File: src/rtl/pipelined_mac_array.sv
// Pipelined dot-product MAC: LANES parallel float multiplies, a registered adder tree,
// and a per-packet accumulator with optional ReLU clamp, all behind one valid/ready stall.

// Float format: sign, EW exponent bits (bias 2^(EW-1)-1), MW mantissa bits.
// A zero exponent field means zero; results truncate, saturate on overflow, flush on underflow.
module FloatingMultiplication #(
  parameter int XLEN = 5
) (
  input  logic [XLEN-1:0] i_a,
  input  logic [XLEN-1:0] i_b,
  output logic [XLEN-1:0] o_y
);
  localparam int EW = (XLEN + 1) / 2;
  localparam int MW = XLEN - 1 - EW;
  localparam logic signed [EW+1:0] E_BIAS = (EW+2)'((1 << (EW - 1)) - 1);
  localparam logic signed [EW+1:0] E_MAX  = (EW+2)'((1 << EW) - 1);
  localparam logic signed [EW+1:0] E_ONE  = (EW+2)'(1);
  localparam logic signed [EW+1:0] E_ZERO = '0;

  logic [2*MW+1:0]       w_p;
  logic signed [EW+1:0]  w_e;
  logic [MW-1:0]         w_m;
  logic                  w_s;

  always_comb begin
    w_s = i_a[XLEN-1] ^ i_b[XLEN-1];
    w_p = (2*MW+2)'({1'b1, i_a[MW-1:0]}) * (2*MW+2)'({1'b1, i_b[MW-1:0]});
    w_e = $signed({2'b00, i_a[XLEN-2 -: EW]}) + $signed({2'b00, i_b[XLEN-2 -: EW]}) - E_BIAS
          + (w_p[2*MW+1] ? E_ONE : E_ZERO);
    w_m = w_p[2*MW+1] ? w_p[2*MW -: MW] : w_p[2*MW-1 -: MW];
    o_y = '0;
    if (i_a[XLEN-2 -: EW] != '0 && i_b[XLEN-2 -: EW] != '0) begin
      if (w_e > E_MAX)       o_y = {w_s, {EW{1'b1}}, {MW{1'b1}}};
      else if (w_e > E_ZERO) o_y = {w_s, w_e[EW-1:0], w_m};
    end
  end
endmodule

module FloatingAddition #(
  parameter int XLEN = 5
) (
  input  logic [XLEN-1:0] i_a,
  input  logic [XLEN-1:0] i_b,
  output logic [XLEN-1:0] o_y
);
  localparam int EW = (XLEN + 1) / 2;
  localparam int MW = XLEN - 1 - EW;
  localparam int G  = 3;
  localparam int SW = MW + 1 + G;
  localparam logic signed [EW+1:0] E_MAX  = (EW+2)'((1 << EW) - 1);
  localparam logic signed [EW+1:0] E_ONE  = (EW+2)'(1);
  localparam logic signed [EW+1:0] E_ZERO = '0;

  logic [XLEN-1:0]      w_big, w_sml;
  logic [EW-1:0]        w_d;
  logic [SW:0]          w_bs, w_ss, w_s;
  logic signed [EW+1:0] w_e;

  always_comb begin
    if (i_a[XLEN-2:0] >= i_b[XLEN-2:0]) begin
      w_big = i_a;
      w_sml = i_b;
    end else begin
      w_big = i_b;
      w_sml = i_a;
    end
    w_d  = w_big[XLEN-2 -: EW] - w_sml[XLEN-2 -: EW];
    w_bs = {2'b01, w_big[MW-1:0], {G{1'b0}}};
    w_ss = {2'b01, w_sml[MW-1:0], {G{1'b0}}} >> w_d;
    w_e  = $signed({2'b00, w_big[XLEN-2 -: EW]});
    w_s  = '0;
    o_y  = '0;
    if (w_sml[XLEN-2 -: EW] == '0) begin
      o_y = (w_big[XLEN-2 -: EW] == '0) ? '0 : w_big;
    end else begin
      w_s = (w_big[XLEN-1] == w_sml[XLEN-1]) ? w_bs + w_ss : w_bs - w_ss;
      if (w_s[SW]) begin
        w_s = w_s >> 1;
        w_e = w_e + E_ONE;
      end
      // Cancellation in a subtraction can leave the leading one far down.
      for (int i = 0; i < SW; i++) begin
        if (w_s != '0 && !w_s[SW-1]) begin
          w_s = w_s << 1;
          w_e = w_e - E_ONE;
        end
      end
      if (w_s == '0)         o_y = '0;
      else if (w_e > E_MAX)  o_y = {w_big[XLEN-1], {EW{1'b1}}, {MW{1'b1}}};
      else if (w_e > E_ZERO) o_y = {w_big[XLEN-1], w_e[EW-1:0], w_s[SW-2 -: MW]};
    end
  end
endmodule

module pipelined_mac_array #(
  parameter int XLEN  = 5,
  parameter int LANES = 8,
  parameter int CNTW  = 8
) (
  input  logic                  clk,
  input  logic                  rst,
  input  logic                  in_valid,
  output logic                  in_ready,
  input  logic                  in_last,
  input  logic [LANES*XLEN-1:0] nums,
  input  logic [LANES*XLEN-1:0] weights,
  input  logic                  relu_en,
  output logic                  out_valid,
  input  logic                  out_ready,
  output logic [XLEN-1:0]       result,
  output logic [CNTW-1:0]       beats
);
  localparam int LVL = $clog2(LANES);
  // Flag pipe: [0] operand regs, [1] products, [2..LVL+1] adder tree levels.
  localparam int NS  = LVL + 2;

  logic                  w_adv;
  logic [LANES*XLEN-1:0] r_nums, r_wts;
  logic [XLEN-1:0]       w_prod [LANES];
  logic [XLEN-1:0]       w_sum  [1:LANES-1];
  logic [XLEN-1:0]       r_node [1:2*LANES-1];
  logic [NS-1:0]         r_v, r_l, r_r;
  logic [XLEN-1:0]       r_acc, w_acc_sum, w_total;
  logic                  r_first, w_done;
  logic [CNTW-1:0]       r_cnt, w_cnt;
  logic                  r_out_valid;
  logic [XLEN-1:0]       r_result;
  logic [CNTW-1:0]       r_beats;

  assign w_adv     = ~r_out_valid | out_ready;
  assign in_ready  = w_adv;
  assign out_valid = r_out_valid;
  assign result    = r_result;
  assign beats     = r_beats;

  for (genvar i = 0; i < LANES; i++) begin : g_mul
    FloatingMultiplication #(.XLEN(XLEN)) u_mul (
      .i_a(r_nums[i*XLEN +: XLEN]),
      .i_b(r_wts[i*XLEN +: XLEN]),
      .o_y(w_prod[i])
    );
  end

  // Heap layout: products sit in nodes LANES..2*LANES-1, node n sums 2n and 2n+1, root is node 1.
  for (genvar n = 1; n < LANES; n++) begin : g_add
    FloatingAddition #(.XLEN(XLEN)) u_add (
      .i_a(r_node[2*n]),
      .i_b(r_node[2*n+1]),
      .o_y(w_sum[n])
    );
  end

  FloatingAddition #(.XLEN(XLEN)) u_acc (
    .i_a(r_acc),
    .i_b(r_node[1]),
    .o_y(w_acc_sum)
  );

  always_comb begin
    w_total = r_first ? r_node[1] : w_acc_sum;
    w_cnt   = r_first ? CNTW'(1) : ((&r_cnt) ? r_cnt : r_cnt + CNTW'(1));
    w_done  = r_v[NS-1] & r_l[NS-1];
  end

  always_ff @(posedge clk or posedge rst) begin
    if (rst) begin
      r_nums <= '0;
      r_wts  <= '0;
      r_v    <= '0;
      r_l    <= '0;
      r_r    <= '0;
      for (int n = 1; n < 2*LANES; n++) r_node[n] <= '0;
    end else if (w_adv) begin
      r_nums <= nums;
      r_wts  <= weights;
      r_v    <= {r_v[NS-2:0], in_valid};
      r_l    <= {r_l[NS-2:0], in_last};
      r_r    <= {r_r[NS-2:0], relu_en};
      for (int i = 0; i < LANES; i++) r_node[LANES+i] <= w_prod[i];
      for (int n = 1; n < LANES; n++)  r_node[n] <= w_sum[n];
    end
  end

  // While advancing, a held result has just been taken, so out_valid follows w_done.
  always_ff @(posedge clk or posedge rst) begin
    if (rst) begin
      r_acc       <= '0;
      r_first     <= 1'b1;
      r_cnt       <= '0;
      r_out_valid <= 1'b0;
      r_result    <= '0;
      r_beats     <= '0;
    end else if (w_adv) begin
      r_out_valid <= w_done;
      if (r_v[NS-1]) begin
        r_acc   <= w_total;
        r_cnt   <= w_cnt;
        r_first <= r_l[NS-1];
      end
      if (w_done) begin
        r_result <= (r_r[NS-1] && w_total[XLEN-1]) ? '0 : w_total;
        r_beats  <= w_cnt;
      end
    end
  end
endmodule

File: config.mk
export PLATFORM = sky130hd
export DESIGN_NAME = pipelined_mac_array
export DESIGN_NICKNAME = d
export VERILOG_FILES = /design/src/rtl/pipelined_mac_array.sv
export SDC_FILE = /design/constraint.sdc
export NUM_CORES = 1
export LEC_CHECK = 0
export ABC_AREA = 0
export BUFFER_PORTS_ARGS = -buffer_cell sky130_fd_sc_hd__buf_4
export CAP_MARGIN = 20
export CELL_PAD_IN_SITES_DETAIL_PLACEMENT = 1
export CELL_PAD_IN_SITES_GLOBAL_PLACEMENT = 2
export CORE_ASPECT_RATIO = 0.75
export CORE_MARGIN = 4
export CORE_UTILIZATION = 40
export CTS_CLUSTER_SIZE = 20
export DETAILED_ROUTE_END_ITERATION = 16
export PLACE_DENSITY_LB_ADDON = 0.1
export SETUP_SLACK_MARGIN = 0.1
export SLEW_MARGIN = 20
export SYNTH_ARGS = -nofsm -noshare
export SYNTH_HDL_FRONTEND = slang
export SYNTH_SLANG_ARGS = --single-unit
File: constraint.sdc
create_clock -name clk -period 15 [get_ports clk]
set_input_delay 2.25 -clock clk [delete_from_list [all_inputs] [get_ports clk]]
set_output_delay 2.25 -clock clk [all_outputs]
set_load 0.01 [all_outputs]
==> results.md, run 1 <==
* Mapped Area at between 0.02 and 0.025 sq mm
* Overflow after GRT at 0
* DRC errors left at 0
* Fin util at roughly 45%
* Initial Util at 40.8%
* Ant. Diodes at 0
* Slew headroom at between 20% and 30%
* Setup violators final at 0
* EDFF count, synth at 0
* Depth of the CTS H-tree at 4
* Hold Path Class: reg -> reg
* Critical Path Max Stage Delay at around 0.55 ns
* Die height at 205 um
* Root Driver: clkbuf_16
* Largest area contributor in the netlist: dfrtp_1
* Critical Path RT at around 15 ns
* Die area at between 0.05 and 0.06 sq mm
* Final net count at ~3000
* Syn Area/Cell at just under 8 sq um
* Drt via density at about 5.8
* Seq/Total Area, Yosys at 24.0%
* CP endpoint kind: flop
* Arr. time, crit path at about 10 ns
* Reg clk slew, reported paths at around 0.09 ns
* RD Place Congestion at ~0.86
* Crit path buffers/inverters at 4
* Crit-path slowest cell: ha_1
* Pin count of the biggest net entering global routing at between 80 and 90
* Post-synthesis async set-or-reset flop share at 100%
* DR WL/cell at about 18 um
* CORE AREA at about 0.05 sq mm
* CP delay by family, top: simple AND/OR/NAND/NOR gates
* Slew @ Worst Pin at about 1.1 ns
* Port buffer count at 100
* Cell mode on critical path: ha_1
* Critical R2R Capture: result[2]
* Placed wire-length estimate at approximately 49000 um
* Tmin final at about 9.4 ns
* Initial DRC Count at between 1000 and 1500
* Met2 WL at 27500 um
* Final std cells w/o fill at roughly 3400
* Startpoint type of the worst setup path: flop
* Synth Net Count at 2951
* Most frequent cells in the layout: nand2_1, nor2_1, dfrtp_1
* FF+latch count, synth at 198
* First-pass GRT wire length at ~110000 um
* Commonest non-fill, non-tap cell in the layout: nand2_1
* Number of antenna violations at the first check in global routing at 0
* Ports at about 100
* Antenna viol nets, final at 0
* Wl on met1 at around 33000 um
* Drt total wl at between 60000 and 70000 um
* Status: complete, no violations
* Cts bufs inserted at 17
* Worst Setup Path Type: reg -> reg
* Ranking of synthesized cells by area: dfrtp_1, ha_1, nand2_1, xnor2_1, a21oi_1
* Met3 WL post-DR at roughly 1600 um
* Vias in the first global route at around 20000
* Yosys top cell area share at about a quarter
* Postcts setup bufs at 0
* Netlist cell types at 105
* Drt pass-1 iters at 7
* Hold Violations, Final at 0
* R2r setup slk at 5.56 ns
* Area Overhead vs Synth at 9.39%
* Beginning of the worst register-to-register path: r_node[71]
* Cells after Synth at roughly 2700
* YS warnings at 0
* Placed insts at between 3000 and 4000
* Setup Total Neg Slack at 0 ns
* DR top layer: met4
* Layout cells sized above 1 at 8.65%
* RSZ-0062 raised after global routing: no
* Max-cap viol count at 0
* Achievable clock frequency at roughly 110 MHz
* Tot GR Track Use at roughly 23%
* Most used DFF post-synth: dfrtp_1
* Sink Count at 198
* HP Start: r_r[0]
* Slew Viols, Final at 0
* R2R cell count at 35
* Chip Width at 270 um
* Clk_lat worst skew at 0.47 ns
* Worst hold endpoint: r_r[0]
* Setup Skew at approximately 0.019 ns
* Post-cts sizing count at 0
* CTS tree: built
* WHS Path Cells at 2
* Hold_buf cts at 0
* Via total after detailed routing at slightly below 20000
* CTS Buffer Depth at 2
* Final period util at around 63%
* Row count at 71
* Maximum net fanout on the critical path at 13
## cell type report
| type | instances | area [sq um] |
|---|---|---|
| clock buffer | 19 | 443 |
| clock inverter | 13 | 151 |
| fill | 6278 | 28000 |
| inverter | 150 | 576 |
| multi-input combinational | 2249 | 14800 |
| sequential | 198 | 4960 |
| tap | 657 | 822 |
| timing repair buffer | 111 | 833 |
## worst max-delay path by stage
stage	start	endpoint	slack (ns)	cells past startpoint
2_1_floorplan	r_node[71]	result[2]	6.64	38
3_3_place_gp	r_node[71]	result[2]	5.96	35
3_5_place_dp	r_node[71]	result[2]	5.66	35
4_1_cts	r_node[71]	result[2]	5.63	35
5_1_grt	r_node[71]	result[2]	4.75	35
6_report	r_node[71]	result[2]	5.56	35
## logic make-up after synthesis
kind of cell / count (synthesis) / synth area share (%)
compound gates: 715 / 23.7
xor+xnor: 151 / 6.82
fa+ha+maj: 190 / 11.8
buf+inv: 234 / 4.38
flops: 198 / 24.0
mux: 75 / 3.84
simple gates: 1118 / 25.5
## synth_stat cells (all sizes together) (33+ instances only)
library cell  count
nand2           505
nand3            73
o21ai           150
ha              176
inv             145
dfrtp           197
nor3             66
o31ai            35
a31oi            33
mux2             33
clkbuf           72
nor2            198
a21o             40
xor2             49
a21oi           168
xnor2            96
mux2i            42
nand2b           56
## layer usage
| metal | GRT usage [%] | vias to the layer above |
|---|---|---|
| li1 | - | 9771 |
| met1 | 33.5 | 9722 |
| met2 | 35.9 | 287 |
| met3 | 2.47 | 40 |
| met4 | 3.64 | 0 |
| met5 | 0 | - |
## metrics by stage
step | worst slack (ns) | instance area (sq um) | hold WS, ns
4_1_cts | 5.63 | 22500 | 0.475
2_1_floorplan | 6.64 | 20600 | 0.439
3_5_place_dp | 5.66 | 21900 | 0.455
5_1_grt | 4.75 | 22500 | 0.489
6_report | 5.56 | 22500 | 0.470
3_3_place_gp | 5.96 | 21900 | 0.451
## registers in the layout (all words and copies together), names as in the netlist, 8 cells and up
register  count
r_node       75
r_wts        40
r_nums       40
beats         8
r_cnt         8
## worst min-delay path: cells and delay by family (launching register included)
kind / cells / cell delay (ns)
simple gates: 2 / 0.10
flops: 1 / 0.35
Power of run 1 is not shown: default switching activity piles up to over one toggle a cycle in this logic, so the estimate is an artifact.
==> run 2: changes to the inputs <==
--- a/config.mk
+++ b/config.mk
@@ -12,7 +12,7 @@
 export CELL_PAD_IN_SITES_GLOBAL_PLACEMENT = 2
 export CORE_ASPECT_RATIO = 0.75
 export CORE_MARGIN = 4
-export CORE_UTILIZATION = 40
+export CORE_UTILIZATION = 34
 export CTS_CLUSTER_SIZE = 20
 export DETAILED_ROUTE_END_ITERATION = 16
 export PLACE_DENSITY_LB_ADDON = 0.1
==> constraint.sdc (replaced) <==
create_clock -name clk -period 8.65 [get_ports clk]
set_input_delay 1.2975 -clock clk [delete_from_list [all_inputs] [get_ports clk]]
set_output_delay 1.2975 -clock clk [all_outputs]
set_load 0.01 [all_outputs]
==> run 2 against run 1 <==
Effect of this change: via count grew 0.26%; critical path depth is the same; worst hold slack is essentially flat; global-route usage shrank 3.0 points; first-iteration DRC count shrank 18%; routed wire length grew 2.2%; setup slack lost 5.1 ns; sequential share of layout area shrank 0.85 points; die area grew 17%; final cell count grew 5.5%; clock skew shrank 0.0021 ns; largest cell class unchanged.
==> results.md, run 2 (synthesis results as in run 1) <==
* Slew Viols, Final at 0 (unchanged)
* Row count at 77 (+8.5%)
* R2r setup slk at 0.43 ns (-5.13 ns)
* First-pass GRT wire length at 107000 um (+1.8%)
* Final std cells w/o fill at 3585 (+5.5%)
* Commonest non-fill, non-tap cell in the layout: nand2_1
* Max reg flops at 75 (unchanged)
* Sink Count at 198 (unchanged)
* Max-cap viol count at 0 (unchanged)
* Tot GR Track Use at 19.6% (-3.0 points)
* Tmin final at 8.22 ns (-1.22 ns)
* Clk_lat worst skew at 0.50 ns (+0.03 ns)
* Setup Total Neg Slack at 0 ns (unchanged)
* Critical Path Max Stage Delay at 0.52 ns (-0.03 ns)
* Root Driver: clkbuf_16
* Area Overhead vs Synth at 13.9%
* Arr. time, crit path at 8.66 ns (-1.19 ns)
* Seq. cell area at 0.00496 sq mm (about the same)
* CORE AREA at 0.0594 sq mm (+18%)
* Registers with the most flip-flops: r_node: 75 flops, r_nums: 40 flops, r_wts: 40 flops
* Port buffer count at 100 (unchanged)
* Final period util at 95.1% (+32 points)
* Number of antenna violations at the first check in global routing at 0 (unchanged)
* Drt total wl at 64000 um (+2.2%)
* Crit-path slowest cell: or4_1
* Hold Path Class: reg -> reg
* Ports at 101 (unchanged)
* CTS Buffer Depth at 2 (unchanged)
* Ant. Diodes at 0 (unchanged)
* CP endpoint kind: flop
* Initial DRC Count at 919 (-18%)
* RD Place Congestion at 0.838 (-2.4%)
* Worst Setup Path Type: reg -> reg
* Slew @ Worst Pin at 1.08 ns (+0.0228 ns)
* Fillers at 7190 (+15%)
* Status: complete, no violations
* RSZ-0062 raised after global routing: no
* Reg clk slew, reported paths at 0.08 ns (about the same)
* Achievable clock frequency at 122 MHz (+15%)
* Drt pass-1 iters at 5 (-2)
* Drt via density at 5.54 (-5.0%)
* Met2 WL at 27200 um (-1.1%)
* Placed wire-length estimate at 49400 um (+1.7%)
* Pin count of the biggest net entering global routing at 124 (+48%)
* CTS tree: built
* DR top layer: met4
* Top reg by flops: r_node
* Most frequent cells in the layout: nand2_1, dfrtp_1, nor2_1
* Wl on met1 at 34800 um (+5.9%)
* Via total after detailed routing at 19900 (+0.26%)
* Layout cells sized above 1 at 12.0% (+3.3 points)
* Slew headroom at 26.3% (-2.5 points)
* DR WL/cell at 17.8 um (-3.1%)
* Antenna viol nets, final at 0 (unchanged)
* Depth of the CTS H-tree at 4 (unchanged)
* Die height at 221 um (+8.1%)
* Area occupied by multi-input gates at 0.0151 sq mm (+2.2%)
* Maximum net fanout on the critical path at 9 (-4)
* Cell mode on critical path: ha_1
* DRC errors left at 0 (unchanged)
* Final net count at 3052 (+1.8%)
* Chip Width at 292 um (+8.2%)
* Initial Util at 34.7% (-6.1 points)
* Fin util at 39.5% (-5.1 points)
* Hold Violations, Final at 0 (unchanged)
* Critical Path RT at 9.09 ns (-6.32 ns)
* Overflow after GRT at 0 (unchanged)
* Met3 WL post-DR at 1340 um (-14%)
* Setup violators final at 0 (unchanged)
* Die area at 0.0647 sq mm (+17%)
* Startpoint type of the worst setup path: flop
* Vias in the first global route at 20400 (+1.3%)
* Setup Skew at 0.0173 ns (-0.00206 ns)
* Cts bufs inserted at 17 (unchanged)
* Placed insts at 3538 (+5.1%)
## run 2: changes by cell type in the layout (fill, tap and decap cells not counted), moves of 3 or more
cell / delta
a2111oi_2: -3
a2111oi_4: +4
buf_4: +52
ha_1: -4
ha_2: +3
mux2i_1: -4
mux2i_2: +4
nor2_1: -5
nor2_2: +4
o21ai_0: -6
o21ai_1: +3
o21ai_2: +3
xnor2_1: -3
xnor2_2: +3
## run 2: stage by stage
stage               setup WS (ns)  instance area, sq um  hold slack (ns)
floorplan                   0.293                 20600            0.439
global placement            0.369                 22400            0.452
detailed placement         0.0714                 22400            0.456
CTS                         0.116                 23000            0.475
global route               0.0845                 23500            0.505
finish                      0.427                 23500            0.470
## run 2: cell type report
cell class	count	share of cell area [%]
flip-flops and latches	198	21.1
clock buffers	18	1.83
well taps	790	4.21
multi-input cells	2250	64.3
inverters	150	2.46
repair buffers	165	5.28
clock inverters	14	0.800
## run 2: layer usage
metal,track usage [%],vias to the layer above
met3,2.00,43
li1,-,9894
met1,30.0,9722
met5,0,-
met2,29.7,213
met4,3.83,0
## run 2: repair_timing
item,CTS,global route
setup buffers,0,13
gates cloned,0,1
pin swaps,0,7
hold buffers,0,0
resized for setup,3,58
setup endpoints to repair,4,45
## run 2: final timing paths
path | endpoint | startpoint | cells after the start
hold / removal | r_l[1] | r_l[1] | 2
hold reg to reg | r_l[1] | r_l[1] | 2
max in group asynchronous | r_nums[31] | rst | 3
setup / recovery | result[2] | r_node[73] | 35
setup reg to reg | result[2] | r_node[73] | 35
min in group asynchronous | r_acc[1] | rst | 2
## run 2: critical path: cells and delay by family (launching register included)
family,cells,cell delay (ns)
mux,3,0.68
flops,1,0.45
fa+ha+maj,7,2.20
simple gates,11,2.15
compound gates,11,2.27
buf+inv,3,0.40
Power of run 2 is left out for the same reason.
==> run 3: changes to the inputs <==
==> constraint.sdc (replaced) <==
create_clock -name clk -period 8.65 [get_ports clk]
set_input_delay 0.4325 -clock clk [delete_from_list [all_inputs] [get_ports clk]]
set_output_delay 0.4325 -clock clk [all_outputs]
set_load 0.01 [all_outputs]
==> run 3 against run 2 <==
Effect of this change: global-route usage about the same; fmax is 0.80% higher; sequential cell count did not move; setup slack improved by 0.066 ns; first-iteration DRC count is 15% higher; register-to-register slack improved by 0.07 ns; final cell count barely moved; sequential share of layout area is essentially flat; routed wire length about the same; via count increased by 0.28%; critical path depth is 1 lower; utilization grew 0.061 points; critical path type unchanged.
==> results.md, run 3 (synthesis results as in run 1) <==
* Status: complete, no violations
* Initial Util at 34.7% (unchanged)
* Area Overhead vs Synth at 14.0%
* Post-DP Area at 0.0224 sq mm (about the same)
* Most frequent cells in the layout: nand2_1, dfrtp_1, nor2_1
* Depth of the CTS H-tree at 4 (unchanged)
* Startpoint type of the worst setup path: flop
* Fin util at 39.5% (+0.061 points)
* Die height at 221 um (unchanged)
* DRC errors left at 0 (unchanged)
* DR WL/cell at 17.8 um (about the same)
* Chip Width at 292 um (unchanged)
* Antenna viol nets, final at 0 (unchanged)
* Root Driver: clkbuf_16
* Tmin final at 8.16 ns (-0.0657 ns)
* HP Start: weights[26]
* Initial DRC Count at 1060 (+15%)
* Hold Path Class: in -> reg
* Max reg flops at 75 (unchanged)
* Drt pass-1 iters at 5 (unchanged)
* Crit path buffers/inverters at 3 (unchanged)
* Registers with the most flip-flops: r_node: 75 flops, r_nums: 40 flops, r_wts: 40 flops
* Drt total wl at 63900 um (about the same)
* R2r setup slk at 0.49 ns (+0.07 ns)
* Number of antenna violations at the first check in global routing at 0 (unchanged)
* Placed wire-length estimate at 49100 um (-0.74%)
* Vias in the first global route at 20500 (+0.54%)
* Critical Path Max Stage Delay at 0.44 ns (-0.08 ns)
* Achievable clock frequency at 123 MHz (+0.80%)
* Final instance area at 0.0235 sq mm (+0.15%)
* Beginning of the worst register-to-register path: r_node[72]
* Cts bufs inserted at 17 (unchanged)
* Reg clk slew, reported paths at 0.09 ns (about the same)
* Final net count at 3050 (-0.066%)
* CP endpoint kind: flop
* Crit path launch: r_node[72]
* Setup Skew at 0.0187 ns (+0.00142 ns)
* Top reg by flops: r_node
* Max-cap viol count at 0 (unchanged)
* CTS Buffer Depth at 2 (unchanged)
* Critical Path RT at 9.09 ns (about the same)
* CTS tree: built
* Slew @ Worst Pin at 1.06 ns (-0.0183 ns)
* Drt via density at 5.56 (+0.33%)
* Row count at 77 (unchanged)
* RSZ-0062 raised after global routing: no
* First-pass GRT wire length at 107000 um (-0.15%)
* Hold Violations, Final at 0 (unchanged)
* Overflow after GRT at 0 (unchanged)
* Arr. time, crit path at 8.60 ns (-0.06 ns)
* CORE AREA at 0.0594 sq mm (unchanged)
* Cell mode on critical path: ha_1
* Port buffer count at 100 (unchanged)
* Layout cells sized above 1 at 12.1% (+0.12 points)
* RD Place Congestion at 0.863 (+3.0%)
* Commonest non-fill, non-tap cell in the layout: nand2_1
* Die area at 0.0647 sq mm (unchanged)
* Slew headroom at 28.9% (+2.6 points)
* Clk_lat worst skew at 0.51 ns (about the same)
* Maximum net fanout on the critical path at 8 (-1)
* CP delay by family, top: compound AO/OA/AOI/OAI gates
* Final period util at 94.3% (-0.76 points)
* Worst Setup Path Type: reg -> reg
* Sink Count at 198 (unchanged)
* Pin count of the biggest net entering global routing at 143 (+15%)
* Ports at 101 (unchanged)
* Ant. Diodes at 0 (unchanged)
* Setup violators final at 0 (unchanged)
* Via total after detailed routing at 19900 (+0.28%)
* Tot GR Track Use at 19.5% (-0.041 points)
* Crit-path slowest cell: dfrtp_2
* Slew Viols, Final at 0 (unchanged)
-- run 3: path summary, 6_finish.rpt --
check                             end  depth (start not counted)
min in group asynchronous  r_node[71]                          3
setup / recovery            result[2]                         34
hold / removal              r_wts[26]                          3
hold reg to reg                r_l[1]                          2
max in group asynchronous  r_node[12]                          4
setup reg to reg            result[2]                         34
-- run 3: worst reg2reg max path, delay by kind of cell, from the launching register on --
kind / cells / cell delay, ns
AOI/OAI and AO/OA: 13 / 3.28
and+or+nand+nor: 9 / 1.59
adders and majority gates: 6 / 1.55
buffers and inverters: 3 / 0.48
DFF: 1 / 0.44
muxes: 3 / 0.76
-- run 3: area by class of cell --
type | instances | area [sq um]
fill | 7155 | 35900
multi-input combinational | 2249 | 15100
sequential | 198 | 4960
timing repair buffer | 164 | 1250
tap | 790 | 988
inverter | 150 | 578
clock buffer | 17 | 425
clock inverter | 15 | 188
-- run 3: what timing repair did --
action	4_1_cts	5_1_grt
gates resized for setup	4	64
hold endpoints to repair	46	0
buffers inserted	0	17
hold buffers	1	0
setup endpoints to repair	7	45
pin swaps	0	12
-- run 3: per-stage QoR --
stage / cells / setup TNS [ns] / setup slack [ns] / hold slack, ns
finish: 3583 / 0 / 0.493 / 0.124
global route: 3583 / 0 / 0.0232 / 0.104
CTS: 3566 / 0 / 0.0907 / 0.0777
detailed placement: 3533 / -0.00967 / -0.00967 / 0.457
global placement: 3533 / 0 / 0.358 / 0.449
floorplan: 2681 / 0 / 0.293 / 0.439
-- run 3: per-layer routing --
metal / vias up / wire, um / GRT usage (%)
met5: - / 0 / 0
met4: 0 / 626 / 3.74
met3: 40 / 1610 / 2.34
met2: 224 / 27500 / 29.7
met1: 9773 / 34200 / 29.8
li1: 9890 / - / -
Power of run 3 is left out for the same reason.
